--- src/rtl/reg32_en_comp.sv ---
// Parallel-load register with synchronous load-enable and a true/complement output pair.
// Build option: define REG32_COMP_OUT_EN to drive Q_comp = ~Q; otherwise Q_comp is tied to zero.

module reg32_en_comp_cell (
  input  logic clk,
  input  logic reset,
  input  logic enable,
  input  logic d_i,
  output logic q_o,
  output logic q_comp_o
);

  logic q_q;
  logic q_d;

  // Load mux: enable selects new data, otherwise recirculate the stored bit
  always_comb begin
    q_d = q_q;
    if (enable) begin
      q_d = d_i;
    end else begin
      q_d = q_q;
    end
  end

  // Storage element with synchronous clear taking priority over the load mux
  always_ff @(posedge clk) begin
    if (reset) begin
      q_q <= 1'b0;
    end else begin
      q_q <= q_d;
    end
  end

  assign q_o = q_q;

`ifdef REG32_COMP_OUT_EN
  assign q_comp_o = ~q_q;
`else
  assign q_comp_o = 1'b0;
`endif

endmodule

module reg32_en_comp #(
  parameter int WIDTH = 32
) (
  input  logic             clk,
  input  logic             reset,
  input  logic             enable,
  input  logic [WIDTH-1:0] D,
  output logic [WIDTH-1:0] Q,
  output logic [WIDTH-1:0] Q_comp
);

  // One cell per bit; clk, reset and enable are shared so all bits load or hold together
  for (genvar i = 0; i < WIDTH; i++) begin : g_bit
    reg32_en_comp_cell u_cell (
      .clk      (clk),
      .reset    (reset),
      .enable   (enable),
      .d_i      (D[i]),
      .q_o      (Q[i]),
      .q_comp_o (Q_comp[i])
    );
  end

endmodule

--- config.mk ---
export PLATFORM = sky130hd
export DESIGN_NAME = reg32_en_comp
export DESIGN_NICKNAME = d
export VERILOG_FILES = /design/src/rtl/reg32_en_comp.sv
export SDC_FILE = /design/constraint.sdc
export NUM_CORES = 1
export LEC_CHECK = 0
export CAP_MARGIN = 5
export CORE_MARGIN = 10
export CORE_UTILIZATION = 40
export CTS_CLUSTER_DIAMETER = 50
export DETAILED_ROUTE_END_ITERATION = 6
export MAX_ROUTING_LAYER = met4
export PLACE_DENSITY_LB_ADDON = 0.3
export SLEW_MARGIN = 20
export SYNTH_ARGS = -nofsm -noshare
export SYNTH_HDL_FRONTEND = slang
export SYNTH_SLANG_ARGS = --single-unit
export TNS_END_PERCENT = 30
--- constraint.sdc ---
create_clock -name clk -period 2.9 [get_ports clk]
set_clock_uncertainty 0.2 [all_clocks]
set_input_delay 0.87 -clock clk [delete_from_list [all_inputs] [get_ports clk]]
set_output_delay 0.87 -clock clk [all_outputs]
set_load 0.02 [all_outputs]
==> results.sh, run 1 <==
export IMPL_rsz0062_at_grt="false"
export IMPL_diodes=0
export IMPL_path_max_fanout=2
export IMPL_r2r_start="g_bit[20].u_cell.q_o"
export IMPL_antenna_found_initial=0
export IMPL_ys_warnings_count=0
export IMPL_cts_tree="built"
export IMPL_largest_register_ff_count=32
export IMPL_dp_cells=246
export IMPL_nNetsFinal=238
export IMPL_cts_root_buffer="clkbuf_8"
export IMPL_drt_iter0_drc=23
export IMPL_p_leak_nw=0.912
export IMPL_grt_max_degree=33
export IMPL_min_period_ns=2.28
export IMPL_start_util_pct=41.2
export IMPL_drt_total_wl_um=3300
export IMPL_cts_resized=0
export IMPL_io_pins=99
export IMPL_clock_latency_ns=0.27
export IMPL_dr_total_vias=956
export IMPL_portBuffers=66
export IMPL_synthCells=168
export IMPL_stdcell_count=251
export IMPL_htreeDepth=2
export IMPL_drive_gt1_share_pct=3.98
export IMPL_status="finished, final reports clean"
export IMPL_worstHoldStart="g_bit[14].u_cell.q_o"
export IMPL_min_period_over_period_pct=78.8
export IMPL_whs_endpoint="g_bit[14].u_cell.q_o"
export IMPL_core_area_um2=4000
export IMPL_cp_top_family="buffers and inverters"
export IMPL_dieHeight_um=84.2
export IMPL_drc_errors=0
export IMPL_synth_area_um2=1650
export IMPL_hpwl_um=2630
export IMPL_reg2reg_to="g_bit[20].u_cell.q_o"
export IMPL_holdPathStages=2
export IMPL_grt_pass1_vias=1034
export IMPL_cts_sinks=32
export IMPL_viasPerCell=3.81
export IMPL_setup_viol=0
export IMPL_clkSlewWorstSetupHoldPaths_ns=0.06
export IMPL_dieArea_um2=7090
export IMPL_final_common_cell="clkdlybuf4s50_1"
export IMPL_critical_path_slowest_cell="clkdlybuf4s50_1"
export IMPL_first_pass_iters=3
export IMPL_fmax_mhz=438
export IMPL_worstHoldPathType="reg2reg"
export IMPL_regToRegSetupSlack_ns=2.09
export IMPL_grt_pass1_wl_um=5170
export IMPL_arrival_ns=1.21
export IMPL_p_per_area_nw_per_um2=493
export IMPL_finalSetupTns_ns=0
export IMPL_ctsHoldBuffers=0
export IMPL_wl_per_cell_um=13.2
export IMPL_cp_end_kind="primary output"
export IMPL_rows=23
export IMPL_cts_buffers_inserted=5
export IMPL_crit_type="reg2out"
export IMPL_cts_path_max_buffers=2
export IMPL_grtUsageTotal_pct=9.13
export IMPL_hold_violations=0
export IMPL_maxCapViolCount=0
export IMPL_peakVddDrop_uv=193
export IMPL_worst_r2r_path_depth=2
export IMPL_final_core_util_pct=50.4
export IMPL_path_cells="clkdlybuf4s50_1"
export IMPL_ys_seq_area_share_pct=38.9
export IMPL_synth_cell_types=8
export IMPL_syn2layout_area_growth_pct=22.3
export IMPL_most_common_layout_cells="clkdlybuf4s50_1, mux2i_1, nor2_1, conb_1, dfxtp_1"
export IMPL_finalWeightedCongestion=0.621
export IMPL_post_cts_buffers=0
export IMPL_critPathRequiredTime_ns=1.83
export IMPL_ys_ff_latch=32
export IMPL_slowest_delay_ns=0.62
export IMPL_ant_nets=0
export IMPL_worstSetupStartpointType="register"
export IMPL_avgSynthCellArea_um2=9.81
export IMPL_drv_slew=0
export IMPL_grt_overflow=0
export IMPL_die_x_um=84.2
export IMPL_cp_num_buf_inv=1
metal layers:
layer  track usage [%]  vias up  share of wire, %
met3              4.64        2                10
met4              5.02        0               1.1
met1              9.55      401                41
met5                 -        -                 0
met2              13.7       51                48
li1                  -      502                 -
through the flow:
step	setup slack (ns)	hold slack (ns)	cell area (um^2)	power [W]
2_1_floorplan	1.24	0.262	1760	0.000686
3_3_place_gp	0.779	0.271	1950	0.000717
3_5_place_dp	0.760	0.278	1950	0.000718
4_1_cts	0.586	0.294	2020	0.00102
5_1_grt	0.543	0.320	2020	0.00105
6_report	0.616	0.287	2020	0.000993
power breakdown:
group | switching (W) | internal, W | total (W) | leakage, nW
registers | 0.0000122 | 0.000466 | 0.000479 | 0.264
logic | 0.000119 | 0.000110 | 0.000228 | 0.612
clock network | 0.000132 | 0.000154 | 0.000286 | 0.0359
cell families (layout without fill, tap and decap cells):
kind of cell	count (synthesis)	after routing	synth area share [%]
DFF	32	32	38.9
muxes	32	32	19.4
buffers and inverters	71	73	34.2
other	1	32	0.228
and+or+nand+nor	32	32	7.29
worst max-delay path by stage:
stage                         startpoint                    to  slack (ns)  depth (start not counted)
global placement                  enable  g_bit[22].u_cell.q_o        0.78                          4
CTS                  g_bit[2].u_cell.q_o                  Q[2]        0.59                          1
floorplan                         enable   g_bit[0].u_cell.q_o        1.24                          4
detailed placement                enable  g_bit[16].u_cell.q_o        0.76                          4
finish               g_bit[2].u_cell.q_o                  Q[2]        0.62                          1
global route        g_bit[29].u_cell.q_o                 Q[29]        0.54                          1
cells in the mapped netlist:
library cell  number  area [um^2]
buf_12             3         60.1
dfxtp_1           32          641
mux2i_1           32          320
buf_4             64          480
clkbuf_1           3         11.3
nor2_1            32          120
conb_1             1         3.75
buf_6              1         11.3
final cells by class:
cell class	instances	area, um^2
clock buffers	5	68.8
fillers	388	1980
multi-input cells	96	561
flip-flops and latches	32	641
well taps	50	62.6
repair buffers	68	683
Power figures use the tool's default switching activity.
==> run 2: changes to the inputs <==
Settings changed: CORE_UTILIZATION 40 to 34.
Clock period 2.9 ns to 2 ns, I/O delays scaled along.
==> run 2 against run 1 <==
Register-to-register slack got worse by 0.89 ns. Critical path type unchanged. Sequential power rose by 44%. Combinational power up 39%. Worst hold slack got worse by 0.0048 ns. Count of clock-buffer cells in the layout stayed put. Largest power group unchanged.
==> results.sh, run 2 (synthesized netlist as in run 1, its figures left out) <==
export IMPL_status="finished, final reports clean"
export IMPL_core_area_um2=4720
export IMPL_drive_gt1_share_pct=5.85
export IMPL_first_pass_iters=2
export IMPL_drt_iter0_drc=24
export IMPL_die_x_um=89.6
export IMPL_syn2layout_area_growth_pct=24.3
export IMPL_clkSlewWorstSetupHoldPaths_ns=0.07
export IMPL_grt_pass1_wl_um=5270
export IMPL_fmax_mhz=565
export IMPL_path_cells="dlygate4sd2_1"
export IMPL_n_fill_cell=495
export IMPL_seq_area_um2=641
export IMPL_drv_slew=0
export IMPL_critical_path_slowest_cell="dlygate4sd2_1"
export IMPL_cts_tree="built"
export IMPL_hpwl_um=2780
export IMPL_p_leak_nw=1.06
export IMPL_crit_type="reg2out"
export IMPL_setup_viol=0
export IMPL_post_dp_cell_area_um2=2000
export IMPL_antenna_found_initial=0
export IMPL_clock_latency_ns=0.28
export IMPL_multi_input_area_um2=561
export IMPL_layout_setup_ws_ns=0.229
export IMPL_min_period_ns=1.77
export IMPL_hold_violations=0
export IMPL_viasPerCell=3.77
export IMPL_wl_per_cell_um=13.3
export IMPL_dieHeight_um=89.6
export IMPL_final_common_cell="clkdlybuf4s50_1"
export IMPL_cp_top_family="buffers and inverters"
export IMPL_maxCapViolCount=0
export IMPL_largest_register_ff_count=32
export IMPL_htreeDepth=2
export IMPL_worstSetupStartpointType="register"
export IMPL_cts_path_max_buffers=2
export IMPL_worstHoldPathType="reg2reg"
export IMPL_rows=25
export IMPL_cp_num_buf_inv=1
export IMPL_start_util_pct=34.9
export IMPL_portBuffers=66
export IMPL_min_period_over_period_pct=88.5
export IMPL_grt_max_degree=33
export IMPL_dieArea_um2=8030
export IMPL_finalWeightedCongestion=0.610
export IMPL_arrival_ns=0.97
export IMPL_nNetsFinal=239
export IMPL_slowest_delay_ns=0.35
export IMPL_grt_overflow=0
export IMPL_cp_end_kind="primary output"
export IMPL_design_area_um2=2050
export IMPL_rsz0062_at_grt="false"
export IMPL_cts_root_buffer="clkbuf_8"
export IMPL_path_max_fanout=2
export IMPL_critPathRequiredTime_ns=1.20
export IMPL_io_pins=99
export IMPL_dp_slack_ns=0.265
export IMPL_ant_nets=0
export IMPL_p_per_area_nw_per_um2=728
export IMPL_grtUsageTotal_pct=8.74
export IMPL_grt_pass1_vias=1106
export IMPL_post_cts_buffers=0
export IMPL_diodes=0
export IMPL_drc_errors=0
export IMPL_cts_sinks=32
export IMPL_peakVddDrop_uv=375
export IMPL_finalSetupTns_ns=0
export IMPL_dr_total_vias=1026
export IMPL_cts_buffers_inserted=5
export IMPL_drt_total_wl_um=3610
-- run 2: cell count changes in the layout (fill, tap and decap cells not counted), sizes merged --
cell / change
clkdlybuf4s50: -32
dlygate4sd2: +32
clkinv: +3
buf: +1
-- run 2: path summary, 6_finish.rpt --
check	start	to	slack, ns	cells after the start
setup / recovery	g_bit[30].u_cell.q_o	Q[30]	0.23	1
hold / removal	g_bit[4].u_cell.q_o	g_bit[4].u_cell.q_o	0.28	2
setup reg to reg	g_bit[6].u_cell.q_o	g_bit[6].u_cell.q_o	1.20	2
hold reg to reg	g_bit[4].u_cell.q_o	g_bit[4].u_cell.q_o	0.28	2
-- run 2: power by group --
group | internal (W) | switching [W]
Combinational | 0.000139 | 0.000176
Clock | 0.000242 | 0.000242
Sequential | 0.000675 | 0.0000162
Total | 0.00106 | 0.000434
-- run 2: per-layer routing --
layer | GRT usage, % | routed length, um
met1 | 9.78 | 1490
met5 | - | 0
met2 | 12.9 | 1650
met4 | 3.47 | 14
met3 | 4.51 | 453
-- run 2: timing repair --
action,CTS,global route
resized for setup,32,0
setup endpoints to repair,32,0
hold buffers,0,0
-- run 2: cell type report --
class / count / share of cell area, %
clock buffers: 5 / 3.36
repair buffers: 69 / 33.0
multi-input cells: 96 / 27.4
clock inverters: 3 / 0.916
flip-flops and latches: 32 / 31.3
well taps: 67 / 4.09
-- run 2: stage by stage --
| stage | cells | util, % | hold slack [ns] | power [W] |
|---|---|---|---|---|
| CTS | 272 | 43.4 | 0.292 | 0.00152 |
| finish | 272 | 43.4 | 0.283 | 0.00149 |
| global placement | 264 | 42.4 | 0.271 | 0.00105 |
| detailed placement | 264 | 42.4 | 0.277 | 0.00105 |
| global route | 272 | 43.4 | 0.316 | 0.00157 |
| floorplan | 199 | - | 0.262 | 0.000994 |
